==> src/rtl/regfile_demux_1x16.sv <==
// regfile_demux_1x16
// Write side of the 16-entry register file. A single write request per cycle
// is taken over a valid/ready handshake and parked in a one-deep pending stage.
// From there it is committed into one of 16 registers through a one-hot decode.
// The whole array is exported packed, so the 16:1 read muxes can select from it.
//
// Build option: REGFILE_ZERO_REG_EN
//   defined     - register 15 is hardwired to zero. Writes to it are accepted
//                 but dropped at commit, and the one-hot bit 15 never fires.
//   not defined - all 16 registers are general purpose.
module regfile_demux_1x16 #(
  parameter int INPUT_LENGTH = 64,
  parameter int INPUT_WIDTH  = 16,
  parameter int SELECT_WIDTH = $clog2(INPUT_WIDTH)
) (
  input  logic                                     clk_i,
  input  logic                                     reset_ni,
  input  logic                                     wr_valid_i,
  output logic                                     wr_ready_o,
  input  logic [SELECT_WIDTH-1:0]                  wr_addr_i,
  input  logic [INPUT_LENGTH-1:0]                  wr_data_i,
  input  logic                                     stall_i,
  output logic [INPUT_WIDTH-1:0][INPUT_LENGTH-1:0] regs_o,
  output logic [INPUT_WIDTH-1:0]                   wr_onehot_o,
  output logic                                     pending_o
);

  // Pending stage and register array state
  logic                                     pend_r;
  logic [SELECT_WIDTH-1:0]                  pend_addr_r;
  logic [INPUT_LENGTH-1:0]                  pend_data_r;
  logic [INPUT_WIDTH-1:0][INPUT_LENGTH-1:0] regs_r;
  logic [INPUT_WIDTH-1:0]                   onehot_r;

  // Per-cycle handshake and commit controls
  logic                   ready_s;
  logic                   accept_s;
  logic                   commit_s;
  logic [INPUT_WIDTH-1:0] commit_en_s;

  // Binary address to one-hot enable; every address value is legal.
  function automatic logic [INPUT_WIDTH-1:0] decode_onehot(
    input logic [SELECT_WIDTH-1:0] addr
  );
    logic [INPUT_WIDTH-1:0] oh;
    oh       = '0;
    oh[addr] = 1'b1;
    return oh;
  endfunction

  // Handshake: the stage can take a new entry when it is empty, or when it
  // drains at this edge.
  always_comb begin
    ready_s  = 1'b0;
    accept_s = 1'b0;
    commit_s = 1'b0;
    if (!pend_r || !stall_i) begin
      ready_s = 1'b1;
    end else begin
      ready_s = 1'b0;
    end
    if (pend_r && !stall_i) begin
      commit_s = 1'b1;
    end else begin
      commit_s = 1'b0;
    end
    if (wr_valid_i && ready_s) begin
      accept_s = 1'b1;
    end else begin
      accept_s = 1'b0;
    end
  end

  // Commit enables: decode the pending address, and mask register 15 when it is
  // the hardwired zero register.
  always_comb begin
    commit_en_s = '0;
    if (commit_s) begin
      commit_en_s = decode_onehot(pend_addr_r);
    end else begin
      commit_en_s = '0;
    end
`ifdef REGFILE_ZERO_REG_EN
    commit_en_s[INPUT_WIDTH-1] = 1'b0;
`endif
  end

  // Pending stage: load on accept, clear on a commit with nothing new behind it,
  // and hold otherwise (including while stalled).
  always_ff @(posedge clk_i) begin
    if (!reset_ni) begin
      pend_r      <= 1'b0;
      pend_addr_r <= '0;
      pend_data_r <= '0;
    end else if (accept_s) begin
      pend_r      <= 1'b1;
      pend_addr_r <= wr_addr_i;
      pend_data_r <= wr_data_i;
    end else if (commit_s) begin
      pend_r      <= 1'b0;
    end
  end

  // Register array: the pending entry writes the single enabled register.
  always_ff @(posedge clk_i) begin
    if (!reset_ni) begin
      regs_r <= '0;
    end else begin
      for (int i = 0; i < INPUT_WIDTH; i++) begin
        if (commit_en_s[i]) begin
          regs_r[i] <= pend_data_r;
        end
      end
    end
  end

  // One-hot commit pulse. It lines up with the first cycle in which the new
  // value is visible on regs_o.
  always_ff @(posedge clk_i) begin
    if (!reset_ni) begin
      onehot_r <= '0;
    end else begin
      onehot_r <= commit_en_s;
    end
  end

  assign wr_ready_o  = ready_s;
  assign pending_o   = pend_r;
  assign wr_onehot_o = onehot_r;
  assign regs_o      = regs_r;

endmodule

==> config.mk <==
export PLATFORM = sky130hd
export DESIGN_NAME = regfile_demux_1x16
export DESIGN_NICKNAME = d
export VERILOG_FILES = /design/src/rtl/regfile_demux_1x16.sv
export SDC_FILE = /design/constraint.sdc
export NUM_CORES = 2
export LEC_CHECK = 0
export ABC_AREA = 1
export BUFFER_PORTS_ARGS = -buffer_cell sky130_fd_sc_hd__buf_4
export CAP_MARGIN = 20
export CORE_AREA = 2 2 439 441
export CTS_CLUSTER_SIZE = 20
export DETAILED_ROUTE_END_ITERATION = 12
export DIE_AREA = 0 0 441 443
export MAX_ROUTING_LAYER = met4
export REMOVE_ABC_BUFFERS = 1
export SYNTH_ARGS = -nofsm -noshare
export SYNTH_HDL_FRONTEND = slang
export SYNTH_SLANG_ARGS = --single-unit
==> constraint.sdc <==
create_clock -name clk_i -period 1.3 [get_ports clk_i]
set_input_delay 0.065 -clock clk_i [delete_from_list [all_inputs] [get_ports clk_i]]
set_output_delay 0.065 -clock clk_i [all_outputs]
set_load 0.01 [all_outputs]
; ---- Yosys cells after proc, flatten, opt, wreduce, memory -nomap -nowiden
; Index checks and enable logic that the tools add are counted.
; W data, S select, Z words.
[word_totals]
ram_bits = 0
n_memories = 0
out_inout_bits = 1042
latch_bits = 0
rom_bits = 0
ff_bits = 1109
elab_cells = 37
[op_classes]
n_bitwise = 0
multipliers = 0
add_sub_neg = 0
n_lt_le_gt_ge = 2
div = 0
reduce_logical = 7
shift = 0
n_eq_ne = 0
muxes = 8
[ops]
columns = op, n
row1 = $mux W16, 1
row2 = $mux W1, 6
row3 = $lt A4 B5 Y1 const B, 1
row4 = $demux W1 S4, 1
row5 = $ge A4 B1 Y1 const B, 1
row6 = $logic_and A1 B1 Y1, 3
row7 = $logic_not A1 Y1, 2
row8 = $reduce_bool A2 Y1, 1
row9 = $logic_or A1 B1 Y1, 1

; ---- Longest topological paths before layout
[depth]
ltp_word = 6
ltp_mapped = 9

; ---- Least setup slack after synthesis
; Ideal clock, no wire load.
[synth_timing]
path_type = reg-to-reg
start = register pend_r, in the netlist pending_o
end = register regs_r, in the netlist regs_o[843]
setup_ns = 0.115
slack_ns = -0.221
stages_incl_launch_ff = 9
arrival_time_ns = 1.406
cell_sequence = dfxtp_1 > inv_1 > nor2_4 > buf_4 > buf_2 > buf_1 > nand3_1 > nand2_1 > nor2_1
[synth_via]
elab_chain_len = 3
[synth_rtl]
columns = element, line_no
row1 = start: declaration, 29  ; logic pend_r;
row2 = start signal: assignment, 92  ; pend_r <= 1'b0;
row3 = start signal: assignment, 96  ; pend_r <= 1'b1;
row4 = start signal: assignment, 100  ; pend_r <= 1'b0;
row5 = $logic_and A1 B1 Y1, 62  ; if (pend_r && !stall_i) begin
row6 = $mux W1, 62
row7 = $mux W16, 78  ; if (commit_s) begin
row8 = end signal: indexed assignment, 111  ; regs_r[i] <= pend_data_r;
row9 = end: declaration, 32  ; logic [INPUT_WIDTH-1:0][INPUT_LENGTH-1:0] regs_r;
; Every way passes these cells.
; A chain may end at the register's enable or synchronous reset.

; ---- Final worst setup path
[layout_timing]
start = register pend_r, in the netlist pending_o
end = register regs_r, in the netlist regs_o[432]
; The elaborated chain is that of the path after synthesis.

==> flow_summary.json <==
{
  "antenna_found_initial": 14,
  "path_max_fanout": 35,
  "clkLatencyLatePin_ns": 0.78,
  "regArea_mm2": 0.0222,
  "place_hpwl_mm": 149,
  "syn_to_final_growth_pct": 47.9,
  "path_class": "reg -> reg",
  "worstPathRequired_ns": 2.00,
  "synth.avg_cell_area_um2": 6.49,
  "drive_gt1_share_pct": 24.1,
  "fill_cells": 19800,
  "die_w_um": 441,
  "fin_crit_ns": 1.71,
  "fin_crit_sh_pct": 131,
  "drv_cap": 0,
  "dieHeight_um": 443,
  "grt_pass1_wl_mm": 311,
  "tightest_slew_ns": 0.736,
  "finalSetupViolCount": 1771,
  "grt_pass1_vias": 46000,
  "dieArea_mm2": 0.195,
  "vias_per_cell": 4.50,
  "ys_ff_latch": 1109,
  "synth_area_mm2": 0.0473,
  "fin_nets": 8708,
  "gp_congestion": 0.883,
  "ir_worst_vdd_mv": 1.06,
  "regToRegSetupSlack_ns": -0.41,
  "holdCritStartpoint": "wr_data_i[44]",
  "htreeDepth": 4,
  "cp-start-kind": "flip-flop",
  "overflow": 0,
  "clk_transition_reported_paths_ns": 0.06,
  "clock_path_buffers": 3,
  "drt_iter0_drc": 4331,
  "initial_core_util_pct": 24.7,
  "total_power_mw": 81.1,
  "max_freq_mhz": 585,
  "grt_max_degree": 80,
  "hold_ws_ns": 0.124,
  "ios": 1114,
  "skew_ns": 0.0298,
  "vias": 50700,
  "hold_end": "pend_data_r[44]",
  "drt-pass1-iter-count": 6,
  "fin_ws_ns": -0.409,
  "core_mm2": 0.191,
  "r2r-end": "regs_o[432]",
  "post-place-ws_ns": -0.488,
  "ys_seq_area_share_pct": 47.0,
  "worstRegToRegCells": 10,
  "wl_per_cell_um": 20.6,
  "fin_cells": 11300,
  "yosysUniqueCellTypes": 19,
  "numCtsBuffers": 131,
  "stdcell_area_mm2": 0.0700,
  "multi_input_area_mm2": 0.0184,
  "syn_inst": 7285,
  "gr-usage-all-layers_pct": 22.1,
  "worstHoldPathType": "in -> reg",
  "max-slew-margin-rel_pct": 50.5,
  "violations": "negative setup slack",
  "grt_setup_unrepaired": "true",
  "dp.cells": 10800,
  "min_path_cells": 4,
  "cts-root-buf": "clkbuf_16",
  "final_hold_viol_count": 0,
  "ys.warnings.count": 0,
  "cts_tree": "done",
  "drc_errors": 0,
  "crit_path_end_kind": "flip-flop",
  "leakage_nw": 34.2,
  "clkSinkCount": 1109,
  "ant_nets": 0,
  "port_buffers": 1113,
  "drv_slew": 0,
  "p_per_area_mw_per_mm2": 1160,
  "status": "complete, but fails checks",
  "critical_path_arrival_ns": 2.41,
  "num_rows": 161,
  "dpl-instance-area_mm2": 0.0617,
  "reg2reg_from": "pending_o",
  "drt_wl_total_mm": 232
}
==> synth_stat cells <==
cell,n,area [µm²]
buf_6,6,67.6
nor2_2,2,12.5
nor2_1,1364,5120
nor2_4,6,67.6
dfxtp_1,1109,22200
buf_4,1,7.51
inv_2,5,18.8
nand3_1,906,4530
a21oi_1,197,986
buf_2,261,1310
clkbuf_1,234,878
nand2_2,1,6.26
nor3_1,3,15.0
nor4_1,2,12.5
buf_1,33,124
o21ai_0,68,340
clkinv_1,1,3.75
nand2_1,1737,6520
inv_1,1349,5060
==> layout by cell type (no fill, tap or decap), types with 10 or more instances in the layout <==
cell type	count
buf_4	1425
clkinv_2	21
dlygate4sd3_1	71
buf_12	141
nand3_1	877
inv_2	33
a21oi_1	197
nand2_2	63
clkbuf_16	162
nand3_4	10
buf_6	41
o21ai_0	68
nor2_2	24
nand2_1	1636
buf_16	40
inv_1	1319
clkbuf_1	23
nor2_4	18
diode_2	19
dfxtp_1	1104
nand3_2	19
nand2_4	39
nor2_1	1330
clkbuf_8	29
==> worst max-delay path by stage <==
stage	start	endpoint	slack, ns	cells past startpoint
after floorplan	pending_o	regs_o[192]	-8.72	6
after global placement	pend_addr_r[0]	wr_onehot_o[8]	-0.48	5
after detailed placement	pend_addr_r[0]	wr_onehot_o[8]	-0.49	5
after CTS	pend_addr_r[1]	regs_o[99]	-0.35	8
after global routing	pending_o	regs_o[677]	-0.43	10
final	pending_o	regs_o[432]	-0.41	10
==> registers in the layout, summed over array words and instances, names as in the netlist <==
register / flops
pending_o: 1
wr_onehot_o: 16
pend_addr_r: 4
pend_data_r: 64
regs_o: 1024
==> timing repair <==
item / in CTS / in global routing
hold buffers: 71 / 0
endpoints found under the hold margin: 571 / 0
cloned: 20 / 30
buffers inserted: 35 / 32
endpoints found under the setup margin: 2141 / 2122
pin swaps: 7 / 93
gates resized for setup: 127 / 221
==> layer usage <==
layer / vias up / GRT usage, % / wire, µm
li1: 24200 / - / -
met5: - / - / 0
met2: 2320 / 35.3 / 108000
met3: 620 / 4.13 / 17300
met4: 0 / 13.1 / 15900
met1: 23600 / 25.6 / 90600
==> metrics by stage <==
step / utilization (%) / TNS, ns
after floorplan: - / -6052.28
after global placement: 32.3 / -322.95
after detailed placement: 32.3 / -353.40
after CTS: 35.7 / -348.43
after global routing: 36.6 / -457.04
final: 36.6 / -315.55
==> power breakdown <==
group	switching, mW	internal, mW
combinational	5.20	3.14
sequential	0.418	34.5
clock	15.6	22.3
==> cell families (layout without fill, tap and decap cells) <==
family	Yosys count	count (layout)	synth area share, %
AO/OA/AOI/OAI	265	265	2.80
buffers and inverters	1890	3342	15.8
flip-flops	1109	1109	47.0
other	0	19	0
AND/OR/NAND/NOR	4021	4021	34.4
==> cell type report <==
type,instances,share of cell area (%)
Antenna cell,19,0.0680
Timing Repair Buffer,1753,23.7
Sequential cell,1109,31.8
Tap cell,2526,4.52
Clock inverter,46,0.744
Inverter,1355,7.28
Multi-Input combinational cell,4286,26.3
Clock buffer,188,5.56
==> worst max-delay path, cell delays in order, from the launching register on <==
cell	delay [ns]
dfxtp_4	0.37
inv_2	0.04
nor2_4	0.15
buf_6	0.15
buf_12	0.12
buf_4	0.13
nand3_4	0.08
buf_12	0.17
nand2_2	0.14
inv_1	0.05
nor2_1	0.10
No activity file was read; power rests on OpenSTA's default activity.
